[src/rtl/sram_req_arbiter.sv]
// Two-to-one round-robin arbiter sharing one sram-like slave between inst and data ports.
// Latency: addr_ok same cycle as grant, mem_req next cycle; one transaction in flight, slave stalls hold the request register.
module sram_req_arbiter #(
  parameter int ADDR_W = 32,
  parameter int DATA_W = 32
) (
  input  logic                clk,
  input  logic                reset,

  input  logic                inst_req,
  input  logic                inst_wr,
  input  logic [1:0]          inst_size,
  input  logic [DATA_W/8-1:0] inst_wstrb,
  input  logic [ADDR_W-1:0]   inst_addr,
  input  logic [DATA_W-1:0]   inst_wdata,
  output logic                inst_addr_ok,
  output logic                inst_data_ok,
  output logic [DATA_W-1:0]   inst_rdata,

  input  logic                data_req,
  input  logic                data_wr,
  input  logic [1:0]          data_size,
  input  logic [DATA_W/8-1:0] data_wstrb,
  input  logic [ADDR_W-1:0]   data_addr,
  input  logic [DATA_W-1:0]   data_wdata,
  output logic                data_addr_ok,
  output logic                data_data_ok,
  output logic [DATA_W-1:0]   data_rdata,

  output logic                mem_req,
  output logic                mem_wr,
  output logic [1:0]          mem_size,
  output logic [DATA_W/8-1:0] mem_wstrb,
  output logic [ADDR_W-1:0]   mem_addr,
  output logic [DATA_W-1:0]   mem_wdata,
  input  logic                mem_addr_ok,
  input  logic                mem_data_ok,
  input  logic [DATA_W-1:0]   mem_rdata,

  output logic                busy
);

  typedef enum logic [1:0] {S_IDLE, S_REQ, S_WAIT} state_t;

  typedef struct packed {
    logic                wr;
    logic [1:0]          size;
    logic [DATA_W/8-1:0] wstrb;
    logic [ADDR_W-1:0]   addr;
    logic [DATA_W-1:0]   wdata;
  } req_t;

  state_t state;
  req_t   req_q;
  req_t   inst_fields;
  req_t   data_fields;
  logic   owner;       // 1 = data port
  logic   last_grant;  // 1 = data port
  logic   grant_inst;
  logic   grant_data;

  assign inst_fields = '{wr: inst_wr, size: inst_size, wstrb: inst_wstrb,
                         addr: inst_addr, wdata: inst_wdata};
  assign data_fields = '{wr: data_wr, size: data_size, wstrb: data_wstrb,
                         addr: data_addr, wdata: data_wdata};

  // On a tie the port that did not win last time is favoured.
  assign grant_data = (state == S_IDLE) && data_req && (!inst_req || !last_grant);
  assign grant_inst = (state == S_IDLE) && inst_req && (!data_req ||  last_grant);

  always_ff @(posedge clk) begin
    if (reset) begin
      state      <= S_IDLE;
      owner      <= 1'b0;
      last_grant <= 1'b0;
      req_q      <= '0;
    end else begin
      case (state)
        S_IDLE: begin
          if (grant_data) begin
            state      <= S_REQ;
            owner      <= 1'b1;
            last_grant <= 1'b1;
            req_q      <= data_fields;
          end else if (grant_inst) begin
            state      <= S_REQ;
            owner      <= 1'b0;
            last_grant <= 1'b0;
            req_q      <= inst_fields;
          end
        end
        // A data_ok arriving alongside addr_ok is dropped here on purpose.
        S_REQ:   if (mem_addr_ok) state <= S_WAIT;
        S_WAIT:  if (mem_data_ok) state <= S_IDLE;
        default: state <= S_IDLE;
      endcase
    end
  end

  assign inst_addr_ok = grant_inst;
  assign data_addr_ok = grant_data;
  assign inst_data_ok = (state == S_WAIT) && mem_data_ok && !owner;
  assign data_data_ok = (state == S_WAIT) && mem_data_ok &&  owner;
  assign inst_rdata   = mem_rdata;
  assign data_rdata   = mem_rdata;

  assign mem_req   = (state == S_REQ);
  assign mem_wr    = req_q.wr;
  assign mem_size  = req_q.size;
  assign mem_wstrb = req_q.wstrb;
  assign mem_addr  = req_q.addr;
  assign mem_wdata = req_q.wdata;
  assign busy      = (state != S_IDLE);

endmodule

[config.mk]
export PLATFORM = sky130hd
export DESIGN_NAME = sram_req_arbiter
export DESIGN_NICKNAME = d
export VERILOG_FILES = /design/src/rtl/sram_req_arbiter.sv
export SDC_FILE = /design/constraint.sdc
export NUM_CORES = 1
export LEC_CHECK = 0
export ABC_CLOCK_PERIOD_IN_PS = 2320
export CORE_AREA = 3 3 122 124
export CTS_CLUSTER_SIZE = 10
export DETAILED_ROUTE_END_ITERATION = 8
export DIE_AREA = 0 0 125 127
export GPL_TIMING_DRIVEN = 1
export PLACE_DENSITY_LB_ADDON = 0.2
export SLEW_MARGIN = 40
export SYNTH_ARGS = -nofsm -noshare
export SYNTH_HDL_FRONTEND = slang
export SYNTH_SLANG_ARGS = --single-unit
[constraint.sdc]
create_clock -name clk -period 2.32 [get_ports clk]
set_input_delay 0.464 -clock clk [delete_from_list [all_inputs] [get_ports clk]]
set_output_delay 0.464 -clock clk [all_outputs]
set_load 0.05 [all_outputs]
==> Flow_metrics.wiki <==
{| class="wikitable"
! Metric !! Value
|-
| Run status || complete, no violations
|-
| Number of antenna violations at the first check in global routing || 0
|-
| Routability congestion estimate from global placement || 0.792
|-
| Total number of H-tree levels || 3
|-
| Final Critical Period || 2.24 ns
|-
| Cell chain of the critical path || clkdlybuf4s50_1 -> or3b_4 -> nor2_1 -> buf_12
|-
| Setup repair after global routing missed its margin || false
|-
| Total internal power || 2.99 mW
|-
| Master cell of the clock root buffer || clkbuf_16
|-
| Clock Sink Count || 74
|-
| Maximum ir drop on the vdd rail || 319 µV
|-
| Net count after synthesis || 689
|-
| Startpoint types || input pin
|-
| Total clock buffers created by CTS || 9
|-
| Fraction of registers with async set or reset after synthesis || 0
|-
| DP HPWL || 11600 µm
|-
| Number of enable flip-flop cells after synthesis || 0
|-
| Clock-pin slew reported for the worst setup and hold paths after clock tree synthesis || 0.06 ns
|-
| Total number of vias || 4395
|-
| Number of warnings issued by yosys || 0
|-
| Post-Route Setup TNS || 0 ns
|-
| Via count of the first global-routing pass || 4455
|-
| Largest cells by area after synthesis || dfxtp_1 30%, a311oi_2 21%, nand3b_1 11%
|-
| Max-slew violation count || 0
|-
| Number of violations reported at the end of detailed-routing iteration 0 || 287
|-
| F_max || 446 MHz
|-
| Layer with the highest usage || met2
|-
| Area of the mapped netlist || 0.00490 mm²
|-
| Sequential fraction of design power || 0.315
|-
| Layout cell share with drive strength beyond 1 || 0.194
|-
| Worst Setup Path Type || in2out
|-
| Remaining design rule violation count || 0
|-
| Combinational share of power || 0.431
|-
| Cell Area, Placed || 0.00668 mm²
|-
| Area of the multi-input gates || 0.00248 mm²
|-
| Routed Wire Length || 16500 µm
|-
| Routed Antenna Nets || 0
|-
| Cts hold-fix bufs || 0
|-
| Syn_area_per_cell || 9.63 µm²
|-
| Sequential cell area || 0.00148 mm²
|-
| Starting utilization of the core area || 0.353
|-
| Global route total overflow || 0
|-
| Layout overhead on the synthesized area || 41.5%
|-
| Die span in x || 125 µm
|-
| TritonCTS clock tree || yes
|-
| Max-Slew Margin vs Limit || 0.609
|-
| Standard-cell rows || 43
|-
| Count of final setup violators || 0
|-
| CP endpoint kind || output pin
|-
| Buffers on Ports || 224
|-
| Initial DRT Pass Iterations || 4
|-
| Per-cell routed wire length || 20.1 µm
|-
| Chip Height || 127 µm
|-
| Highest cell delay on the worst timing path || 0.51 ns
|-
| Sw power || 1.86 mW
|-
| Cell count after synthesis || 509
|-
| Signal arrival time at the worst endpoint || 1.78 ns
|-
| Most common library cells after synthesis || 74 x dfxtp_1, 73 x a21oi_1, 71 x nand3b_1
|-
| Filler Cell Count || 1276
|-
| Hold_ws || 0.532 ns
|-
| Library cell with the largest summed area after synthesis || dfxtp_1
|-
| Met3 track demand over resource || 0.0414
|-
| Transition time of the tightest slew-check pin || 0.586 ns
|-
| Final Total Pwr || 4.85 mW
|-
| Hold violation count in the final report || 0
|-
| Global-route met1 utilization || 0.239
|-
| Clk Latency, worst-skew pair || 0.32 ns
|-
| M2 GR Usage || 0.349
|-
| Total non-filler cell area in the finished layout || 0.00693 mm²
|-
| Pin count of the biggest net entering global routing || 73
|-
| Setup skew after layout || 0.00394 ns
|-
| Area enclosed by the die boundary || 0.0159 mm²
|-
| Placeable core region || 0.0139 mm²
|-
| Global Route Usage Sum || 0.196
|-
| Required time of the critical path || 1.86 ns
|-
| Portion of total power attributed to the clock network || 0.254
|-
| Cts repair resizes || 0
|-
| Buffers inserted by post-CTS timing repair || 0
|-
| Drt via density || 5.37
|-
| Final worst path period share || 0.967
|-
| Tightest Hold Check Type || reg2reg
|-
| Layout Nets || 814
|-
| Ant. Diodes || 0
|-
| Switching power share of the total || 0.384
|-
| Power per standard cell area || 700 mW/mm²
|-
| Leakage || 2.27 nW
|-
| Share of synthesized area occupied by flip-flops and latches || 0.302
|-
| CP max FO || 4
|-
| Maximum Capacitance Violations || 0
|-
| Library cell with the highest instance count after synthesis || dfxtp_1
|-
| Slowest cell on the critical path || clkdlybuf4s50_1
|-
| Top-level port count || 321
|-
| Flip-flop and latch count after synthesis || 74
|-
| Synth cell types || 25
|-
| Post-synth top flop || dfxtp_1
|-
| Global-route wire length before repair || 25200 µm
|-
| Area fraction of the dominant cell type after synthesis || 0.302
|-
| Clk buf depth || 2
|}
worst max-delay path, delay by kind of cell:
kind | cells | cell delay, ns
AND/OR/NAND/NOR | 2 | 0.64
buffers and inverters | 2 | 0.68
metrics by stage:
| step | std cells | util | worst slack [ns] |
|---|---|---|---|
| after floorplan | 509 | - | 0.0571 |
| after detailed placement | 803 | 0.481 | 0.0935 |
| final | 818 | 0.499 | 0.0769 |
| after global routing | 818 | 0.499 | 0.00442 |
| after CTS | 818 | 0.499 | 0.0670 |
| after global placement | 803 | 0.481 | 0.0894 |
cell families after synthesis:
group           share of synthesized area
simple gates                        0.127
buf+inv                             0.196
flops                               0.302
compound gates                      0.374
layer usage:
layer	vias to the layer above	wire, µm
met2	170	8520
met4	0	262
met3	22	1050
met5	-	0
li1	2105	-
met1	2098	6650
layout make-up:
class / instances / share of cell area
Clock inverter: 4 / 0.00289
Clock buffer: 11 / 0.0336
Multi-Input combinational cell: 304 / 0.357
Inverter: 3 / 0.00162
Tap cell: 180 / 0.0325
Timing Repair Buffer: 242 / 0.358
Sequential cell: 74 / 0.214
flip-flops by register name, summed over array words and instances, names as in the netlist:
name	cells
mem_addr	32
mem_wdata	32
mem_wstrb	4
mem_size	2
state	2
last_grant	1
mem_wr	1
worst paths after layout:
check                     startpoint  slack, ns  depth (start not counted)                        end
max                         data_req       0.08                          4               data_addr_ok
min          last_grant$_SDFFE_PP0P_       0.53                          1    last_grant$_SDFFE_PP0P_
max reg2reg    state[1]$_SDFFE_PP0P_       0.61                          4  mem_wstrb[2]$_SDFFE_PP0P_
min reg2reg  last_grant$_SDFFE_PP0P_       0.53                          1    last_grant$_SDFFE_PP0P_
cell usage in the layout, fill, tap and decap left out, types with 2 or more instances in the layout:
cell               n
and3_1             2
dfxtp_1           74
a21oi_1           73
clkbuf_1           2
and2_4             2
clkdlybuf4s50_1  217
nor2b_1            2
clkbuf_16          9
nor2_1             3
nand3b_1          71
a311oi_2          70
a311oi_1           2
buf_12            10
o21ai_1           61
buf_4             15
inv_1              3
o21ai_2           10
clkinv_2           4
nand2_1            2
power by group through the flow:
| stage | Clock, mW | Sequential, mW | Combinational, mW |
|---|---|---|---|
| 6_report | 1.23 | 1.53 | 2.09 |
| 3_3_place_gp | 0 | 1.55 | 2.09 |
| 3_5_place_dp | 0 | 1.55 | 2.10 |
| 2_1_floorplan | 0 | 2.09 | 1.16 |
| 4_1_cts | 1.27 | 1.53 | 2.11 |
| 5_1_grt | 1.32 | 1.55 | 2.21 |
No activity file was read; power rests on OpenSTA's default activity.
